`src/rtl/traffic_phase_ctrl.sv`:
```
// traffic_phase_ctrl: round-robin N-phase signal controller with gap-extended green and pedestrian walk service
module traffic_phase_ctrl #(
  parameter int NUM_PHASES = 4,
  parameter int TMR_W = 6,
  parameter int MIN_GREEN = 4,
  parameter int MAX_GREEN = 12,
  parameter int YELLOW_T = 2,
  parameter int ALLRED_T = 1,
  parameter int PED_T = 3
) (
  input  logic clk,
  input  logic reset_n,
  input  logic tick,
  input  logic [NUM_PHASES-1:0] demand,
  input  logic [NUM_PHASES-1:0] ped_req,
  output logic [NUM_PHASES-1:0] green,
  output logic [NUM_PHASES-1:0] yellow,
  output logic [NUM_PHASES-1:0] red,
  output logic [NUM_PHASES-1:0] ped_walk,
  output logic [NUM_PHASES-1:0] ped_wait,
  output logic [$clog2(NUM_PHASES)-1:0] active_phase
);
  localparam int PW = $clog2(NUM_PHASES);
  localparam logic [TMR_W:0] MIN_E = (TMR_W+1)'(MIN_GREEN);
  localparam logic [TMR_W:0] MAX_E = (TMR_W+1)'(MAX_GREEN);
  localparam logic [TMR_W:0] YEL_E = (TMR_W+1)'(YELLOW_T);
  localparam logic [TMR_W:0] AR_E = (TMR_W+1)'(ALLRED_T);
  localparam logic [TMR_W:0] PED_E = (TMR_W+1)'(PED_T);

  if (NUM_PHASES < 2 || NUM_PHASES > 8 || MIN_GREEN < 1 || MAX_GREEN < MIN_GREEN ||
      YELLOW_T < 1 || ALLRED_T < 1 || PED_T > MAX_GREEN || MAX_GREEN >= 2**TMR_W ||
      YELLOW_T >= 2**TMR_W || ALLRED_T >= 2**TMR_W || PED_T >= 2**TMR_W) begin : gParamCheck
    $error("traffic_phase_ctrl: illegal parameter set");
  end

  typedef enum logic [1:0] {ALL_RED, GREEN, YELLOW} stateT;
  stateT state;
  logic [TMR_W-1:0] tmr;
  logic [TMR_W:0] elapsed;
  logic walkGranted;
  logic [NUM_PHASES-1:0] req, activeMask, nextMask;
  logic [PW-1:0] nextPhase, idx;
  logic othersReq, allRedExit, greenExit, yellowExit, walkEnd, grant, transition;

  // first requester after active_phase, wrapping back to active_phase itself last
  always_comb begin
    nextPhase = active_phase;
    idx = active_phase;
    for (int k = NUM_PHASES; k >= 1; k--) begin
      idx = PW'((int'(active_phase) + k) % NUM_PHASES);
      if (req[idx]) nextPhase = idx;
    end
  end

  assign req = demand | ped_wait;
  assign elapsed = {1'b0, tmr} + (TMR_W+1)'(1);
  assign activeMask = NUM_PHASES'(1) << active_phase;
  assign nextMask = NUM_PHASES'(1) << nextPhase;
  assign othersReq = |(req & ~activeMask);
  assign allRedExit = state == ALL_RED && tick && elapsed >= AR_E && |req;
  assign grant = allRedExit && ped_wait[nextPhase];
  assign greenExit = state == GREEN && tick && elapsed >= MIN_E && (!walkGranted || elapsed >= PED_E) &&
                     othersReq && (!demand[active_phase] || elapsed >= MAX_E);
  assign walkEnd = state == GREEN && tick && elapsed >= PED_E;
  assign yellowExit = state == YELLOW && tick && elapsed >= YEL_E;
  assign transition = allRedExit || greenExit || yellowExit;

  always_ff @(posedge clk) begin
    if (!reset_n) begin
      state <= ALL_RED;
      tmr <= '0;
      red <= '1;
      green <= '0;
      yellow <= '0;
      ped_walk <= '0;
      ped_wait <= '0;
      walkGranted <= 1'b0;
      active_phase <= PW'(NUM_PHASES - 1);
    end else begin
      ped_wait <= (ped_wait | ped_req) & ~(grant ? nextMask : '0);
      tmr <= transition ? '0 : (tick && tmr != '1) ? tmr + TMR_W'(1) : tmr;
      if (allRedExit) begin
        state <= GREEN;
        active_phase <= nextPhase;
        green <= nextMask;
        red <= ~nextMask;
        ped_walk <= grant ? nextMask : '0;
        walkGranted <= grant;
      end else if (greenExit) begin
        state <= YELLOW;
        green <= '0;
        yellow <= activeMask;
        ped_walk <= '0;
      end else if (yellowExit) begin
        state <= ALL_RED;
        yellow <= '0;
        red <= '1;
      end else if (walkEnd) begin
        ped_walk <= '0;
      end
    end
  end
endmodule

```
`config.mk`:
```
export PLATFORM = sky130hd
export DESIGN_NAME = traffic_phase_ctrl
export DESIGN_NICKNAME = d
export VERILOG_FILES = /design/src/rtl/traffic_phase_ctrl.sv
export SDC_FILE = /design/constraint.sdc
export NUM_CORES = 1
export LEC_CHECK = 0
export ABC_CLOCK_PERIOD_IN_PS = 3100
export CORE_ASPECT_RATIO = 0.5
export CORE_MARGIN = 5
export CORE_UTILIZATION = 51
export CTS_CLUSTER_SIZE = 28
export DETAILED_ROUTE_END_ITERATION = 8
export GPL_TIMING_DRIVEN = 0
export PLACE_DENSITY_LB_ADDON = 0.05
export SKIP_LAST_GASP = 1
export SLEW_MARGIN = 20
export SYNTH_ARGS = -nofsm -noshare
export SYNTH_HDL_FRONTEND = slang
export SYNTH_SLANG_ARGS = --single-unit
```
`constraint.sdc`:
```
create_clock -name clk -period 3.1 [get_ports clk]
set_clock_uncertainty 0.2 [all_clocks]
set_input_delay 0.31 -clock clk [delete_from_list [all_inputs] [get_ports clk]]
set_output_delay 0.31 -clock clk [all_outputs]
set_load 0.05 [all_outputs]
```
==> impl_results.md, run 1 <==
- WHS Endpoint: ped_walk[3]$_SDFFE_PN0P_
- Post-route ant nets: 0
- Fin. Hold Viols: 0
- Drt pass-1 iters: 4
- DRC violations left: 0
- Drt first-iter violations: 60
- Number of vias per cell: 5.72
- Register area share after synthesis: 36.9%
- Post-route setup TNS: 0 ps
- WL/cell: 15.9 um
- Endpoints failing setup: 0
- First-pass GRT wire length: 7160 um
- Critical path data arrival time: 2700 ps
- Vias: 1,526
- Largest stage delay, worst path: 470 ps
- Synth Net Count: 205
- Ant. Diodes: 0
- Fin nets: 244
- Seq pwr share: 35.7%
- Critical path's slowest cell: a211oi_1
- DIE WIDTH: 89.9 um
- Req. time, crit path: 3060 ps
- Area growth from synthesis to layout: 29.1%
- Starting Density: 53.7%
- R2R Path End: red[3]$_SDFFE_PN1P_
- Num rows: 14
- Core outline area: 0.00303 mm^2
- Fmax: 364 MHz
- Die ar.: 0.00449 mm^2
- HP Start: reset_n
- PwrDens: 609 mW/mm^2
- Sw frac: 39.0%
- Clock buffer depth: 2
- CTS tree: built
- Worst VDD drop: 0.427 mV
- Buffers on Ports: 31
- CP Max Fanout: 7
- Post-synth EDFFs: 0
- CTS clk-pin slew, worst paths: 70 ps
- Crit Path Category: reg -> reg
- Most frequent cells in the layout: clkdlybuf4s50_1 (31), dfxtp_1 (30), nor2_1 (17)
- Avg Cell Area, Syn: 8.70 um^2
- Switching power: 0.499 mW
- Synth cell types: 44
- GP Congestion: 0.886
- GRT Overall Usage: 19.8%
- Global route total overflow: 0
- Area of the mapped netlist: 0.00163 mm^2
- Adder-cell share of the synthesized area: 5.38%
- Async SR Flop Fraction: 0%
- Worst setup EP type: register
- CP bufs+invs: 1
- Largest net degree at the start of global routing: 11
- Placed wire-length estimate: 3090 um
- Synth Register Bits: 30
- Maxcap violations: 0
- FF+latch area: 601 um^2
- Largest family of logic cells by synthesized area: simple AND/OR/NAND/NOR gates
- Reg-to-reg startpoint: active_phase[0]$_SDFFE_PN1P_
- Fill count: 267
- Commonest non-fill, non-tap cell in the layout: clkdlybuf4s50_1
- Clk pwr share: 26.5%
- Actual slew at the worst max-slew pin: 734 ps
- Cell-internal power: 0.780 mW
- Worst reg-to-reg setup slack: 360 ps
- Worst setup margin: 356 ps
- RSZ-0062 raised after global routing: false
- Layout cell share with drive strength beyond 1: 9.25%
- Ports: 33
- Pleak: 0.787 nW
- CTS Buf Count: 5
- Simple logic cell fraction of the synthesized area: 23.3%
- Hold depth: 2
- Die height: 50.0 um
- Period utilization: 88.5%
- Hold Path Class: in -> reg
- Number of global-route vias before repair: 1,485
- Critical-path cell list: inv_1 > ha_1 > a211oi_1 > o311ai_4 > xnor2_1 > and3_1 > o21ai_1
- CP Launch Type: register
- Worst hold margin: 185 ps
- Multi-input logic area: 958 um^2
- Outcome: complete, no violations
- Ys flop type: dfxtp_1
- Crit path max-delay family: compound AO/OA/AOI/OAI gates
- Clk root buf: clkbuf_8
- Post-synthesis compound-gate area fraction: 22.3%
- Mux contribution to synthesized area: 3.00%
- Ys Warns: 0
- Total clock sinks: 30
- Routed wire length: 4240 um
- Max Slew Vio Count: 0
- Xor-xnor portion of the synthesized cell area: 4.30%
- Synth Instances: 187
- Slew HR: 50.7%
- Gate power share: 37.8%
- Setup WS pre-CTS: 144 ps
- Final worst path period need: 2740 ps
- Initial antenna violation count: 0
- H-Tree Depth: 2
- Register-to-Register Path Depth: 7
- Worst-Skew Late Latency: 280 ps
cells in the mapped netlist, types with 2 or more instances:
master	number	share of area, %
ha_1	7	5.4
nor3_1	11	3.4
nor2_1	17	3.9
xnor2_1	7	3.8
nand4_1	5	1.9
nor3_2	2	1.2
o21a_1	8	3.7
nand3_1	8	2.5
a211oi_1	3	1.4
nor2_2	2	0.77
nand2_1	6	1.4
clkbuf_1	6	1.4
buf_2	3	0.92
nand2b_1	2	0.77
a21boi_1	2	0.92
and3_1	12	4.6
nor2b_1	3	1.2
o21ai_1	5	1.5
a32oi_1	2	1.1
o21ai_0	6	1.8
dfxtp_1	30	37
a311o_1	2	1.2
inv_1	10	2.3
a21oi_1	8	2.5
state kept, by name, indices dropped and copies added (netlist names):
signal and flops:
tmr 6, yellow 4, red 4, active_phase 2
state 2, ped_wait 4, green 4, ped_walk 4
cells by family (layout without fill, tap and decap cells):
kind of cell | after synthesis | after routing
adders and majority gates | 7 | 7
muxes | 2 | 2
and+or+nand+nor | 72 | 72
buffers and inverters | 20 | 60
xor gates and xnor gates | 8 | 8
DFF | 30 | 30
AOI/OAI and AO/OA | 48 | 48
metrics by stage:
stage                     cell area (um^2)  util, %  instances  power [mW]
final                                 2100     69.3        267        1.28
after global routing                  2100     69.3        267        1.35
after CTS                             2080     68.7        266        1.28
after detailed placement              1990     65.6        258       0.937
after global placement                1990     65.6        258       0.937
after floorplan                       1630        -        187       0.803
timing repair:
item,CTS,global route
setup endpoints to repair,0,1
resized for setup,0,1
hold buffers,0,0
setup buffers,0,1
worst max-delay path by stage:
stage | start | endpoint | slack, ps | cells after the start
after floorplan | active_phase[0]$_SDFFE_PN1P_ | ped_wait[3]$_SDFF_PN0_ | 340 | 7
after global placement | demand[3] | tmr[4]$_SDFFE_PP0P_ | 160 | 7
after detailed placement | demand[3] | tmr[4]$_SDFFE_PP0P_ | 140 | 7
after CTS | tmr[1]$_SDFFE_PP0P_ | tmr[4]$_SDFFE_PP0P_ | 200 | 8
after global routing | tmr[1]$_SDFFE_PP0P_ | tmr[4]$_SDFFE_PP0P_ | 120 | 9
final | active_phase[0]$_SDFFE_PN1P_ | red[3]$_SDFFE_PN1P_ | 360 | 7
metal layers:
metal / vias to the layer above / track usage, % / share of wire (%)
met5: - / 0 / 0
met4: 0 / 5.69 / 1.2
met3: 6 / 6.84 / 5.8
met2: 31 / 29.7 / 43
met1: 730 / 26.8 / 50
li1: 759 / - / -
area by class of cell:
class,instances,share of cell area [%]
Multi-Input combinational cell,137,45.6
Sequential cell,30,28.6
Timing Repair Buffer,32,15.1
Clock buffer,6,3.93
Tap cell,40,2.38
Inverter,11,1.97
Buffer,9,1.79
Clock inverter,2,0.596
power by group through the flow:
stage	combinational (mW)	clock [mW]	sequential, mW
floorplan	0.234	0	0.570
global placement	0.474	0	0.463
detailed placement	0.473	0	0.464
CTS	0.478	0.342	0.456
global route	0.517	0.368	0.463
finish	0.483	0.339	0.457
Note: power is estimated with default switching activity, not from simulation.
==> run 2, diff against run 1 <==
--- a/config.mk
+++ b/config.mk
@@ -14,7 +14,6 @@
 export GPL_TIMING_DRIVEN = 0
 export PLACE_DENSITY_LB_ADDON = 0.05
 export SKIP_LAST_GASP = 1
-export SLEW_MARGIN = 20
 export SYNTH_ARGS = -nofsm -noshare
 export SYNTH_HDL_FRONTEND = slang
 export SYNTH_SLANG_ARGS = --single-unit
==> results of run 2 <==
No change in the layout: final DEF, timing and power equal those of run 1.
